### src/rtl/mdu_iter.sv
// mdu_iter: iterative multiply/divide unit for the EX stage.
//   Executes MULTU/MULT/DIVU/DIV with a radix-2 shift-add multiplier and a
//   restoring divider over operand magnitudes, then applies sign correction.
//   Result layout is {hi, lo}: MUL -> {prod_hi, prod_lo}, DIV -> {rem, quo}.
//
// Ports:
//   clk        clock, rising edge
//   rst        asynchronous active-low reset
//   start_i    request, sampled only in IDLE
//   op_i       00=MULTU 01=MULT 10=DIVU 11=DIV, sampled with start_i
//   a_i, b_i   multiplicand/dividend, multiplier/divisor
//   cancel_i   abort; dominates start_i
//   busy_o     unit not idle (pipeline stall)
//   ready_o    one-cycle pulse, result_o valid
//   result_o   2*WIDTH result, held until the next result is formed
//   div0_o     (only with MDU_DIV0_FLAG_EN) high in the DONE cycle of a
//              divide whose divisor was zero
//
// Build option: define MDU_DIV0_FLAG_EN to add the div0_o port.

module mdu_iter #(
  parameter int unsigned WIDTH = 32
) (
  input  logic               clk,
  input  logic               rst,
  input  logic               start_i,
  input  logic [1:0]         op_i,
  input  logic [WIDTH-1:0]   a_i,
  input  logic [WIDTH-1:0]   b_i,
  input  logic               cancel_i,
`ifdef MDU_DIV0_FLAG_EN
  output logic               div0_o,
`endif
  output logic               busy_o,
  output logic               ready_o,
  output logic [2*WIDTH-1:0] result_o
);

  localparam int unsigned CW = $clog2(WIDTH + 1);

  typedef enum logic [1:0] {
    S_IDLE,
    S_RUN,
    S_FIX,
    S_DONE
  } state_e;

  state_e             state_q;
  logic [CW-1:0]      cnt_q;
  logic [1:0]         op_q;
  logic               quo_neg_q;
  logic               rem_neg_q;
  logic [WIDTH-1:0]   b_q;      // divisor / multiplicand magnitude
  logic [WIDTH-1:0]   rem_q;    // remainder / product high half
  logic [WIDTH-1:0]   lo_q;     // dividend->quotient / multiplier->product low half
  logic               busy_q;
  logic               ready_q;
  logic [2*WIDTH-1:0] result_q;
`ifdef MDU_DIV0_FLAG_EN
  logic               div0_q;
`endif

  logic [WIDTH-1:0]   a_mag;
  logic [WIDTH-1:0]   b_mag;
  logic [WIDTH:0]     mul_sum;
  logic [WIDTH:0]     div_sh;
  logic [WIDTH:0]     div_diff;
  logic               div_ge;
  logic [WIDTH-1:0]   rem_d;
  logic [WIDTH-1:0]   lo_d;
  logic               is_div;
  logic               div0;
  logic [2*WIDTH-1:0] prod;
  logic [WIDTH-1:0]   quo_fix;
  logic [WIDTH-1:0]   rem_fix;
  logic [2*WIDTH-1:0] result_d;
  logic               unused_guard;

  always_comb begin
    a_mag = (op_i[0] && a_i[WIDTH-1]) ? '0 - a_i : a_i;
    b_mag = (op_i[0] && b_i[WIDTH-1]) ? '0 - b_i : b_i;
  end

  // One radix-2 step. The divider's shifted partial remainder carries one
  // guard bit; since rem < divisor before the step, the new remainder always
  // fits back into WIDTH bits.
  always_comb begin
    is_div   = op_q[1];
    mul_sum  = lo_q[0] ? ({1'b0, rem_q} + {1'b0, b_q}) : {1'b0, rem_q};
    div_sh   = {rem_q, lo_q[WIDTH-1]};
    div_ge   = (div_sh >= {1'b0, b_q});
    div_diff = div_sh - {1'b0, b_q};
    if (is_div) begin
      rem_d = div_ge ? div_diff[WIDTH-1:0] : div_sh[WIDTH-1:0];
      lo_d  = {lo_q[WIDTH-2:0], div_ge};
    end else begin
      rem_d = mul_sum[WIDTH:1];
      lo_d  = {mul_sum[0], lo_q[WIDTH-1:1]};
    end
  end

  assign unused_guard = div_diff[WIDTH];

  // Sign correction. With a zero divisor every step subtracts nothing, so the
  // remainder ends as |a|; restoring the dividend sign yields a_i exactly,
  // while the quotient is forced to all-ones.
  always_comb begin
    div0     = is_div && (b_q == '0);
    prod     = {rem_q, lo_q};
    quo_fix  = div0 ? '1 : (quo_neg_q ? '0 - lo_q : lo_q);
    rem_fix  = rem_neg_q ? '0 - rem_q : rem_q;
    result_d = is_div ? {rem_fix, quo_fix} : (quo_neg_q ? '0 - prod : prod);
  end

  always_ff @(posedge clk or negedge rst) begin
    if (!rst) begin
      state_q   <= S_IDLE;
      cnt_q     <= '0;
      op_q      <= '0;
      quo_neg_q <= 1'b0;
      rem_neg_q <= 1'b0;
      b_q       <= '0;
      rem_q     <= '0;
      lo_q      <= '0;
      busy_q    <= 1'b0;
      ready_q   <= 1'b0;
      result_q  <= '0;
`ifdef MDU_DIV0_FLAG_EN
      div0_q    <= 1'b0;
`endif
    end else begin
      case (state_q)
        S_IDLE: begin
          if (start_i && !cancel_i) begin
            op_q      <= op_i;
            quo_neg_q <= op_i[0] & (a_i[WIDTH-1] ^ b_i[WIDTH-1]);
            rem_neg_q <= op_i[0] & a_i[WIDTH-1];
            b_q       <= b_mag;
            rem_q     <= '0;
            lo_q      <= a_mag;
            cnt_q     <= CW'(WIDTH);
            busy_q    <= 1'b1;
            state_q   <= S_RUN;
          end
        end
        S_RUN: begin
          if (cancel_i) begin
            busy_q  <= 1'b0;
            state_q <= S_IDLE;
          end else begin
            rem_q <= rem_d;
            lo_q  <= lo_d;
            cnt_q <= cnt_q - CW'(1);
            if (cnt_q == CW'(1)) begin
              state_q <= S_FIX;
            end
          end
        end
        S_FIX: begin
          if (cancel_i) begin
            busy_q  <= 1'b0;
            state_q <= S_IDLE;
          end else begin
            result_q <= result_d;
            ready_q  <= 1'b1;
`ifdef MDU_DIV0_FLAG_EN
            div0_q   <= div0;
`endif
            state_q  <= S_DONE;
          end
        end
        default: begin
          ready_q <= 1'b0;
`ifdef MDU_DIV0_FLAG_EN
          div0_q  <= 1'b0;
`endif
          busy_q  <= 1'b0;
          state_q <= S_IDLE;
        end
      endcase
    end
  end

  assign busy_o   = busy_q;
  assign ready_o  = ready_q;
  assign result_o = result_q;
`ifdef MDU_DIV0_FLAG_EN
  assign div0_o   = div0_q;
`endif

endmodule

### config.mk
export PLATFORM = sky130hd
export DESIGN_NAME = mdu_iter
export DESIGN_NICKNAME = d
export VERILOG_FILES = /design/src/rtl/mdu_iter.sv
export SDC_FILE = /design/constraint.sdc
export NUM_CORES = 1
export LEC_CHECK = 0
export CORE_ASPECT_RATIO = 1.25
export CORE_UTILIZATION = 50
export DETAILED_ROUTE_END_ITERATION = 8
export PLACE_DENSITY = 0.81
export SYNTH_ARGS = -nofsm -noshare
export SYNTH_HDL_FRONTEND = slang
export SYNTH_SLANG_ARGS = --single-unit
### constraint.sdc
create_clock -name clk -period 5.1 [get_ports clk]
set_clock_uncertainty 0.2 [all_clocks]
set_input_delay 0.51 -clock clk [delete_from_list [all_inputs] [get_ports clk]]
set_output_delay 0.51 -clock clk [all_outputs]
set_load 0.005 [all_outputs]
Word-level counts from Yosys, hierarchy flattened
Index checks and enable logic that the tools add are counted.
Widths: inputs -> output; s select.
{"block": "totals", "regBits": 174, "in_bits": 70, "out_inout_bits": 66, "wordCells": 79}
{"block": "op_classes", "n_addsub": 8, "n_lt_le_gt_ge": 1, "n_eq_ne": 8, "n_mux": 30, "bitwise": 5, "n_reduce_logical": 16}
{"op": "$mux 32", "count": 12}
{"op": "$mux 64", "count": 2}
{"op": "$pmux 32 s2", "count": 2}
{"op": "$sub 1x32->32 const A", "count": 4}
{"op": "$sub 1x64->64 const A", "count": 1}
{"op": "$add 32x32->33", "count": 1}
{"op": "$ge 33x32->1", "count": 1}
{"op": "$mux 33", "count": 1}
{"op": "$logic_not 32->1", "count": 1}
{"op": "$sub 32x32->32", "count": 1}
{"op": "$mux 6", "count": 2}
{"op": "$pmux 6 s2", "count": 1}
{"op": "$reduce_and 2->1", "count": 5}
{"op": "$mux 2", "count": 4}
{"op": "$eq 6x1->1 const B", "count": 1}
{"op": "$ne 2x2->1 const B", "count": 3}
{"op": "$pmux 2 s3", "count": 1}
{"op": "$sub 6x1->6 const B", "count": 1}
{"op": "$logic_and 1x1->1", "count": 4}
{"op": "$pmux 1 s2", "count": 2}
{"op": "$reduce_or 2->1", "count": 2}
{"op": "$mux 1", "count": 3}
{"op": "$ne 3x3->1 const B", "count": 1}
{"op": "$reduce_and 3->1", "count": 1}
{"op": "other kinds (9)", "count": 11}

Longest topological paths before layout
Gate-level depths: netlist (run 1).
{"block": "logic_depth", "ltp_word": 5, "mapped_depth": 14, "ltp_nobuf": 13}

Least setup slack after synthesis (run 1)
OpenSTA, ideal clock, no wires.
{"block": "synth_timing", "path_type": "register to register", "startpoint": "register rem_q[1]", "endpoint": "register result_q[48], in the netlist result_o[48]", "setup_time_ps": 133, "arrival_time_ps": 3306, "required_time_ps": 4767, "slack_ps": 1460, "stages_incl_launch_ff": 13, "n_path_buf": 1, "period_less_slack_ps": 3640, "path_cell_list": "dfrtp_1 > clkbuf_1 > inv_1 > ha_1 > or3b_1 > or4b_1 > or3_1 > or3_1 > or3_1 > or3_1 > a21oi_1 > xor2_1 > o21ai_0"}
{"block": "synth_via", "elab_chain_len": 3, "word_cells_on_any_way": 5, "classes_between": "2 x add/sub; 3 x mux"}
{"item": "start, declared", "line_no": "54", "text": "logic [WIDTH-1:0] rem_q;"}
{"item": "start signal, assigned", "line_no": "151", "text": "rem_q <= rem_d;"}
{"item": "$sub 1x64->64 / $sub 1x32->32 (equally long branches)", "line_no": "112, 111"}
{"item": "$mux 64 / $mux 32 (equally long branches)", "line_no": "112, 111"}
{"item": "$mux 64 *", "line_no": "112", "text": "result_d = is_div ? {rem_fix, quo_fix} : (quo_neg_q ? '0 - prod : prod);"}
{"item": "end signal, assigned", "line_no": "164", "text": "result_q <= result_d;"}
{"item": "end, declared", "line_no": "58", "text": "logic [2*WIDTH-1:0] result_q;"}
Every way passes the cells marked *; elsewhere a longest branch is shown, timed or not.
A chain may end at the register's enable or synchronous reset.

Worst setup path after layout (run 1)
{"block": "layout_timing", "startpoint": "register rem_q[0]", "endpoint": "register rem_q[29]"}
{"block": "layout_via", "elab_chain_len": 5, "word_cells_on_any_way": 8, "classes_between": "2 x add/sub; 1 x order compare; 5 x mux"}
{"item": "$add 32x32->33, or another cell as far along", "line_no": "89", "text": "mul_sum = lo_q[0] ? ({1'b0, rem_q} + {1'b0, b_q}) : {1'b0, rem_q};"}
{"item": "$mux 33 / $mux 32 (equally long branches)", "line_no": "89, 94"}
{"item": "$mux 32 *", "line_no": "93", "text": "if (is_div) begin"}
{"item": "$mux 32 *", "line_no": "147", "text": "if (cancel_i) begin"}
{"item": "$pmux 32 s2 *", "line_no": "132", "text": "case (state_q)"}
Every way passes the cells marked *; elsewhere a longest branch is shown, timed or not. The select of a mux whose other input is x is not followed.

==> results.toml, run 1 <==
[synth]
synthesis.area_um2 = 14400
synth_edf_count = 0
synth_cell_types = 74
synthFlopType = "dfrtp_1"
synth_cells = 1846
synth_warnings = 0
seq_area_frac_synth = 0.301
synth.net_count = 1992
avgSynthCellArea_um2 = 7.80
ys_async_sr_fraction = 1.00
ys_ff_latch = 173

[power_and_ir_drop]
power_leakage_nw = 7.14
vdd_drop_max_mv = 0.308
power.density_nw_per_um2 = 730

[critical_path]
crit_path_max_fanout = 10
cp_top_family = "compound AO/OA/AOI/OAI gates"
path_cells = "ha_1, inv_1, fa_1, nor2b_1, o31ai_1, a211oi_1, o41a_1, a21oi_1, o311ai_0, a21oi_1, o31ai_1, and3_1"
crit_arrival_ns = 4.30
criticalPathCategory = "reg -> reg"
crit_path_max_incr_delay_ns = 0.58
reg2reg_to = "rem_q[29]$_DFFE_PN0P_"
worstPathRequired_ns = 5.30
rr_worst_depth = 12
path_buf_inv = 1
reg2reg_slack_ns = 1.0
setup.worst_path.start_class = "register"
r2r-start = "rem_q[0]$_DFFE_PN0P_"
slowest_stage = "a211oi_1"
cp-end-kind = "register"

[floorplan]
coreArea_um2 = 28400
start_util = 0.507
die_area_um2 = 29500
io_pins = 136
die_y_um = 192
rows = 69
die_w_um = 154

[clock_tree]
cts_buffers = 17
post_cts_buffers = 0
clockRootBuffer = "clkbuf_16"
clockBufferDepth = 2
worstSkewPairLatency_ns = 0.46
cts_htree_levels = 4
cts.sinks = 173
hold_buffers = 1
path_clk_slew_ns = 0.07
post_cts_resized = 0
cts_tree = "built"

[global_routing]
grt_pass1_vias = 13500
grt_usage = 0.305
overflow = 0
grt_pass1_wl_mm = 70.9
antenna_found_initial = 0
grt_max_degree = 84

[detailed_routing]
antenna_left = 0
vias_per_cell = 6.19
vias = 14200
firstDrtPassIters = 8
dr.first_iter.drc_count = 1016
routedWlPerCell_um = 19.4
drc = 4
routed_wl_mm = 44.5

[timing]
slew-limit-headroom = 0.237
min_period_over_period = 0.804
finalSetupViolCount = 0
finalHoldViolCount = 0
finalCriticalPeriod_ns = 4.10
setup_tns_ns = 0
tightest_slew_ns = 1.14
rsz0062_at_grt = "false"
fmax_ghz = 0.244
report.final.slew_viol_count = 0
fin_worst_hold_slack_ns = 0.281

[finish]
drive_gt1_frac = 0.0517
num-fill-cells = 2541
nets = 2067
final_area_um2 = 16700
area_growth_pct = 15.8

[placed_design]
placed_cell_area_um2 = 16100
port-buffer-count = 135
dpl.hpwl_mm = 33.3
place_congestion = 0.939

[min_path]
min_path_cells = 2
hp-start = "result_o[39]$_DFFE_PN0P_"
hp-class = "reg -> reg"
min_to = "result_o[39]$_DFFE_PN0P_"

[job]
maxCapViolCount = 0

[run_status]
failed_checks = "DRC"
status = "finished with violations"
state kept, by name (all words and copies together) (netlist names):
name and cells:
result_o 64, b_q 32, lo_q 32, rem_q 32, cnt_q 6, state_q 2
busy_o 1, op_q 1, quo_neg_q 1, ready_o 1, rem_neg_q 1
layer usage:
layer	vias up	track usage	part of all wire
met4	0	0.161	0.045
met1	6667	0.378	0.41
li1	6790	-	-
met2	585	0.520	0.48
met3	124	0.0390	0.064
met5	-	0	0
cell type report:
cell class	count	area (µm²)	share of cell area
Multi-Input combinational cell	1499	9460	0.567
Sequential cell	173	4330	0.260
Timing Repair Buffer	168	1620	0.0968
Tap cell	355	444	0.0266
Clock buffer	17	425	0.0255
Inverter	62	233	0.0140
Clock inverter	15	174	0.0104
Antenna cell	1	2.50	0.000150
cells by family (layout without fill, tap and decap cells):
| kind of cell | count (synthesis) | in the layout | share of synthesized area |
|---|---|---|---|
| other | 0 | 1 | 0 |
| DFF | 173 | 173 | 0.301 |
| and+or+nand+nor | 606 | 606 | 0.196 |
| adders and majority gates | 76 | 76 | 0.0671 |
| muxes | 54 | 54 | 0.0380 |
| buffers and inverters | 174 | 262 | 0.0456 |
| AOI/OAI and AO/OA | 593 | 593 | 0.250 |
| xor gates and xnor gates | 170 | 170 | 0.103 |
cells in the final DEF, fill, tap and decap left out, drive strengths merged, types with 12 or more instances in the layout:
| master | instances |
|---|---|
| clkbuf | 17 |
| nand4 | 17 |
| a211oi | 16 |
| nor2b | 13 |
| o211ai | 16 |
| o31ai | 31 |
| mux2i | 49 |
| nand3 | 32 |
| or3 | 34 |
| o21ai | 229 |
| a21o | 32 |
| clkdlybuf4s50 | 134 |
| nor2 | 125 |
| nor3 | 36 |
| a21oi | 146 |
| inv | 69 |
| xor2 | 94 |
| nor4 | 22 |
| xnor2 | 76 |
| buf | 33 |
| dfrtp | 173 |
| nand2b | 12 |
| nand2 | 259 |
| ha | 74 |
| a31oi | 23 |
tightest hold or removal path, stage by stage, from the launching register on:
cell	delay [ns]
dfrtp_1	0.35
nand2_1	0.04
o21ai_0	0.06
cell usage after synthesis, types with 4 or more instances:
library cell | number | share of area
nand2_1 | 259 | 0.067
o21ai_0 | 228 | 0.079
dfrtp_1 | 173 | 0.30
a21oi_1 | 145 | 0.050
nor2_1 | 124 | 0.032
clkbuf_1 | 101 | 0.026
xor2_1 | 94 | 0.057
xnor2_1 | 76 | 0.046
ha_1 | 74 | 0.064
inv_1 | 62 | 0.016
mux2i_1 | 49 | 0.034
nor3_1 | 36 | 0.013
or3_1 | 33 | 0.014
a21o_1 | 32 | 0.017
nand3_1 | 32 | 0.011
o31ai_1 | 31 | 0.016
a31oi_1 | 23 | 0.010
nor4_1 | 22 | 0.0096
nand4_1 | 17 | 0.0074
a211oi_1 | 16 | 0.0083
o211ai_1 | 16 | 0.0083
nor2b_1 | 13 | 0.0056
nand2b_1 | 12 | 0.0052
o21bai_1 | 11 | 0.0057
and3_1 | 10 | 0.0043
a22o_1 | 9 | 0.0055
and2_1 | 9 | 0.0039
a221oi_1 | 8 | 0.0049
a32o_1 | 8 | 0.0056
buf_1 | 8 | 0.0021
or2_2 | 8 | 0.0035
o21a_1 | 6 | 0.0031
a21boi_0 | 5 | 0.0026
a31o_2 | 5 | 0.0030
mux2_2 | 5 | 0.0039
nor3b_1 | 5 | 0.0026
o311ai_0 | 5 | 0.0030
o41ai_1 | 5 | 0.0030
or4_1 | 5 | 0.0026
a2111oi_0 | 4 | 0.0024
a22oi_1 | 4 | 0.0021
and4_1 | 4 | 0.0024
o22ai_1 | 4 | 0.0017
o31a_1 | 4 | 0.0024
power breakdown:
group | switching (mW) | internal, mW
clock network | 0.651 | 0.700
registers | 0.809 | 2.00
logic | 4.68 | 3.33
how the worst max path moves through the flow:
| stage | end | from | cells past startpoint | slack, ns |
|---|---|---|---|---|
| 6_report | rem_q[29]$_DFFE_PN0P_ | rem_q[0]$_DFFE_PN0P_ | 12 | 1.0 |
| 2_1_floorplan | result_o[48]$_DFFE_PN0P_ | rem_q[1]$_DFFE_PN0P_ | 12 | 1.46 |
| 3_5_place_dp | rem_q[27]$_DFFE_PN0P_ | rem_q[0]$_DFFE_PN0P_ | 12 | 1.11 |
| 3_3_place_gp | rem_q[27]$_DFFE_PN0P_ | rem_q[0]$_DFFE_PN0P_ | 12 | 1.19 |
| 5_1_grt | rem_q[29]$_DFFE_PN0P_ | rem_q[0]$_DFFE_PN0P_ | 12 | 0.73 |
| 4_1_cts | rem_q[29]$_DFFE_PN0P_ | rem_q[0]$_DFFE_PN0P_ | 12 | 1.07 |
per-stage QoR:
stage	setup WS, ns	total power, mW	std cells	util
6_report	0.999	12.2	2290	0.587
5_1_grt	0.726	13.1	2289	0.587
4_1_cts	1.07	12.0	2289	0.587
3_5_place_dp	1.11	10.6	2256	0.566
3_3_place_gp	1.19	10.5	2256	0.566
2_1_floorplan	1.46	8.14	1846	-
Note: power is estimated with default switching activity, not from simulation.
==> inputs of run 2 (changes only) <==
--- a/config.mk
+++ b/config.mk
@@ -8,7 +8,7 @@
 export CORE_ASPECT_RATIO = 1.25
 export CORE_UTILIZATION = 50
 export DETAILED_ROUTE_END_ITERATION = 8
-export PLACE_DENSITY = 0.81
+export PLACE_DENSITY = 0.84
 export SYNTH_ARGS = -nofsm -noshare
 export SYNTH_HDL_FRONTEND = slang
 export SYNTH_SLANG_ARGS = --single-unit
==> constraint.sdc (replaced) <==
create_clock -name clk -period 3.6 [get_ports clk]
set_clock_uncertainty 0.2 [all_clocks]
set_input_delay 0.36 -clock clk [delete_from_list [all_inputs] [get_ports clk]]
set_output_delay 0.36 -clock clk [all_outputs]
set_load 0.005 [all_outputs]
==> run 2 against run 1 <==
Against the previous run:
- final area grew 5.9%
- critical endpoint is now result_o[48]$_DFFE_PN0P_
- combinational power grew 61%
- critical path depth down 1
- fmax is 13% higher
- via count increased by 4.8%
- clock power up 41%
- the flow finishes with violations (DRC, setup timing)
==> results.toml, run 2 (synthesis results as in run 1) <==
[run_status]
status = "finished with violations"
failed_checks = "DRC, setup timing"

[timing]
finalCriticalPeriod_ns = 3.63
rsz0062_at_grt = "true"
finalSetupViolCount = 1
min_period_over_period = 1.01
report.final.slew_viol_count = 0
tightest_slew_ns = 0.748
fmax_ghz = 0.276
finalHoldViolCount = 0
slew-limit-headroom = 0.500
setup_slack_ns = -0.0290

[detailed_routing]
firstDrtPassIters = 7
dr.first_iter.drc_count = 1033
antenna_left = 0
vias_per_cell = 6.18
routed_wl_mm = 47.7
vias = 14900
routedWlPerCell_um = 19.8
drc = 4

[power_and_ir_drop]
power_leakage_nw = 7.73
vdd_drop_max_mv = 0.483
total_power_mw = 18.6
power.density_nw_per_um2 = 1050

[critical_path]
crit_path_end = "result_o[48]$_DFFE_PN0P_"
slowest_stage = "or4b_4"
r2r-start = "rem_q[0]$_DFFE_PN0P_"
setup.worst_path.start_class = "register"
rr_worst_depth = 11
cp_top_family = "simple AND/OR/NAND/NOR gates"
crit_path_max_fanout = 3
cp-end-kind = "register"
worstPathRequired_ns = 3.73
crit_path_max_incr_delay_ns = 0.50
path_buf_inv = 1
criticalPathCategory = "reg -> reg"
crit_arrival_ns = 3.75
crit_path_frequent_cell = "or3_4"
reg2reg_slack_ns = -0.03
crit_cells = 11
path_cells = "inv_2, ha_4, or3b_4, or4b_4, or3_4, or3_4, or3_4, or3_4, a21oi_4, xor2_1, o21ai_1"
critPathLaunch = "rem_q[0]$_DFFE_PN0P_"
reg2reg_to = "result_o[48]$_DFFE_PN0P_"

[floorplan]
die_y_um = 192
die_area_um2 = 29500
start_util = 0.507
die_w_um = 154
io_pins = 136
coreArea_um2 = 28400
rows = 69

[global_routing]
overflow = 0
grt_pass1_vias = 14300
grt_max_degree = 76
antenna_found_initial = 1
grt_pass1_wl_mm = 74.8
grt_usage = 0.325

[finish]
final_core_util = 0.622
drive_gt1_frac = 0.113
mostFrequentLayoutCell = "nand2_1"
nets = 2180
mostFrequentLayoutCells = "259 x nand2_1, 227 x o21ai_0, 172 x dfrtp_1"
largest_register_ffs = 64
area_growth_pct = 22.7

[clock_tree]
path_clk_slew_ns = 0.08
worstSkewPairLatency_ns = 0.46
cts_tree = "built"
cts.sinks = 173
clockBufferDepth = 2
cts_buffers = 17
clockRootBuffer = "clkbuf_16"
cts_htree_levels = 4

[placed_design]
place_congestion = 0.975
dpl.hpwl_mm = 35.9
port-buffer-count = 135

[min_path]
hp-class = "in -> async"

[job]
maxCapViolCount = 0
-- run 2: final cells by class --
class	instances	area, µm²
inverter	62	233
fill	2433	10700
multi-input combinational	1499	9560
tap	355	444
clock inverter	15	171
antenna	1	2.50
clock buffer	17	425
sequential	173	4330
timing repair buffer	281	2500
-- run 2: what timing repair did --
| item | CTS | global route |
|---|---|---|
| gates resized for setup | 5 | 22 |
| endpoints found under the hold margin | 67 | 0 |
| pin swaps | 1 | 3 |
| endpoints found under the setup margin | 1 | 27 |
| buffers inserted | 1 | 1 |
| hold buffers | 1 | 0 |
-- run 2: power by group --
group / internal (mW) / switching (mW)
clock: 0.933 / 0.971
combinational: 5.58 / 7.36
sequential: 2.84 / 0.914
total: 9.36 / 9.24
-- run 2: per-stage QoR --
stage	area, µm²	setup WS [ns]	hold slack, ns	setup TNS (ns)	cells
after detailed placement	16900	-0.0635	0.226	-0.0635	2367
after global routing	17700	-0.125	0.310	-0.231	2402
final	17700	-0.0290	0.278	-0.0290	2403
after global placement	16900	-0.00125	0.218	-0.00125	2367
after CTS	17600	0.00270	0.288	0	2401
after floorplan	14400	0.0146	-0.136	0	1846
-- run 2: worst min-delay path by stage --
stage / cells after the start / to / slack, ns
after global placement: 1 / result_o[11]$_DFFE_PN0P_ / 0.22
after CTS: 2 / result_o[42]$_DFFE_PN0P_ / 0.29
after global routing: 2 / result_o[42]$_DFFE_PN0P_ / 0.31
after detailed placement: 1 / result_o[8]$_DFFE_PN0P_ / 0.23
final: 2 / result_o[11]$_DFFE_PN0P_ / 0.28
after floorplan: 0 / b_q[0]$_DFFE_PN0P_ / -0.14
-- run 2: per-layer routing --
layer / vias up / GRT usage / part of all wire
met3: 159 / 0.0532 / 0.066
li1: 7026 / - / -
met4: 2 / 0.183 / 0.051
met1: 6992 / 0.392 / 0.40
met2: 673 / 0.552 / 0.48
met5: - / 0 / 0.00031
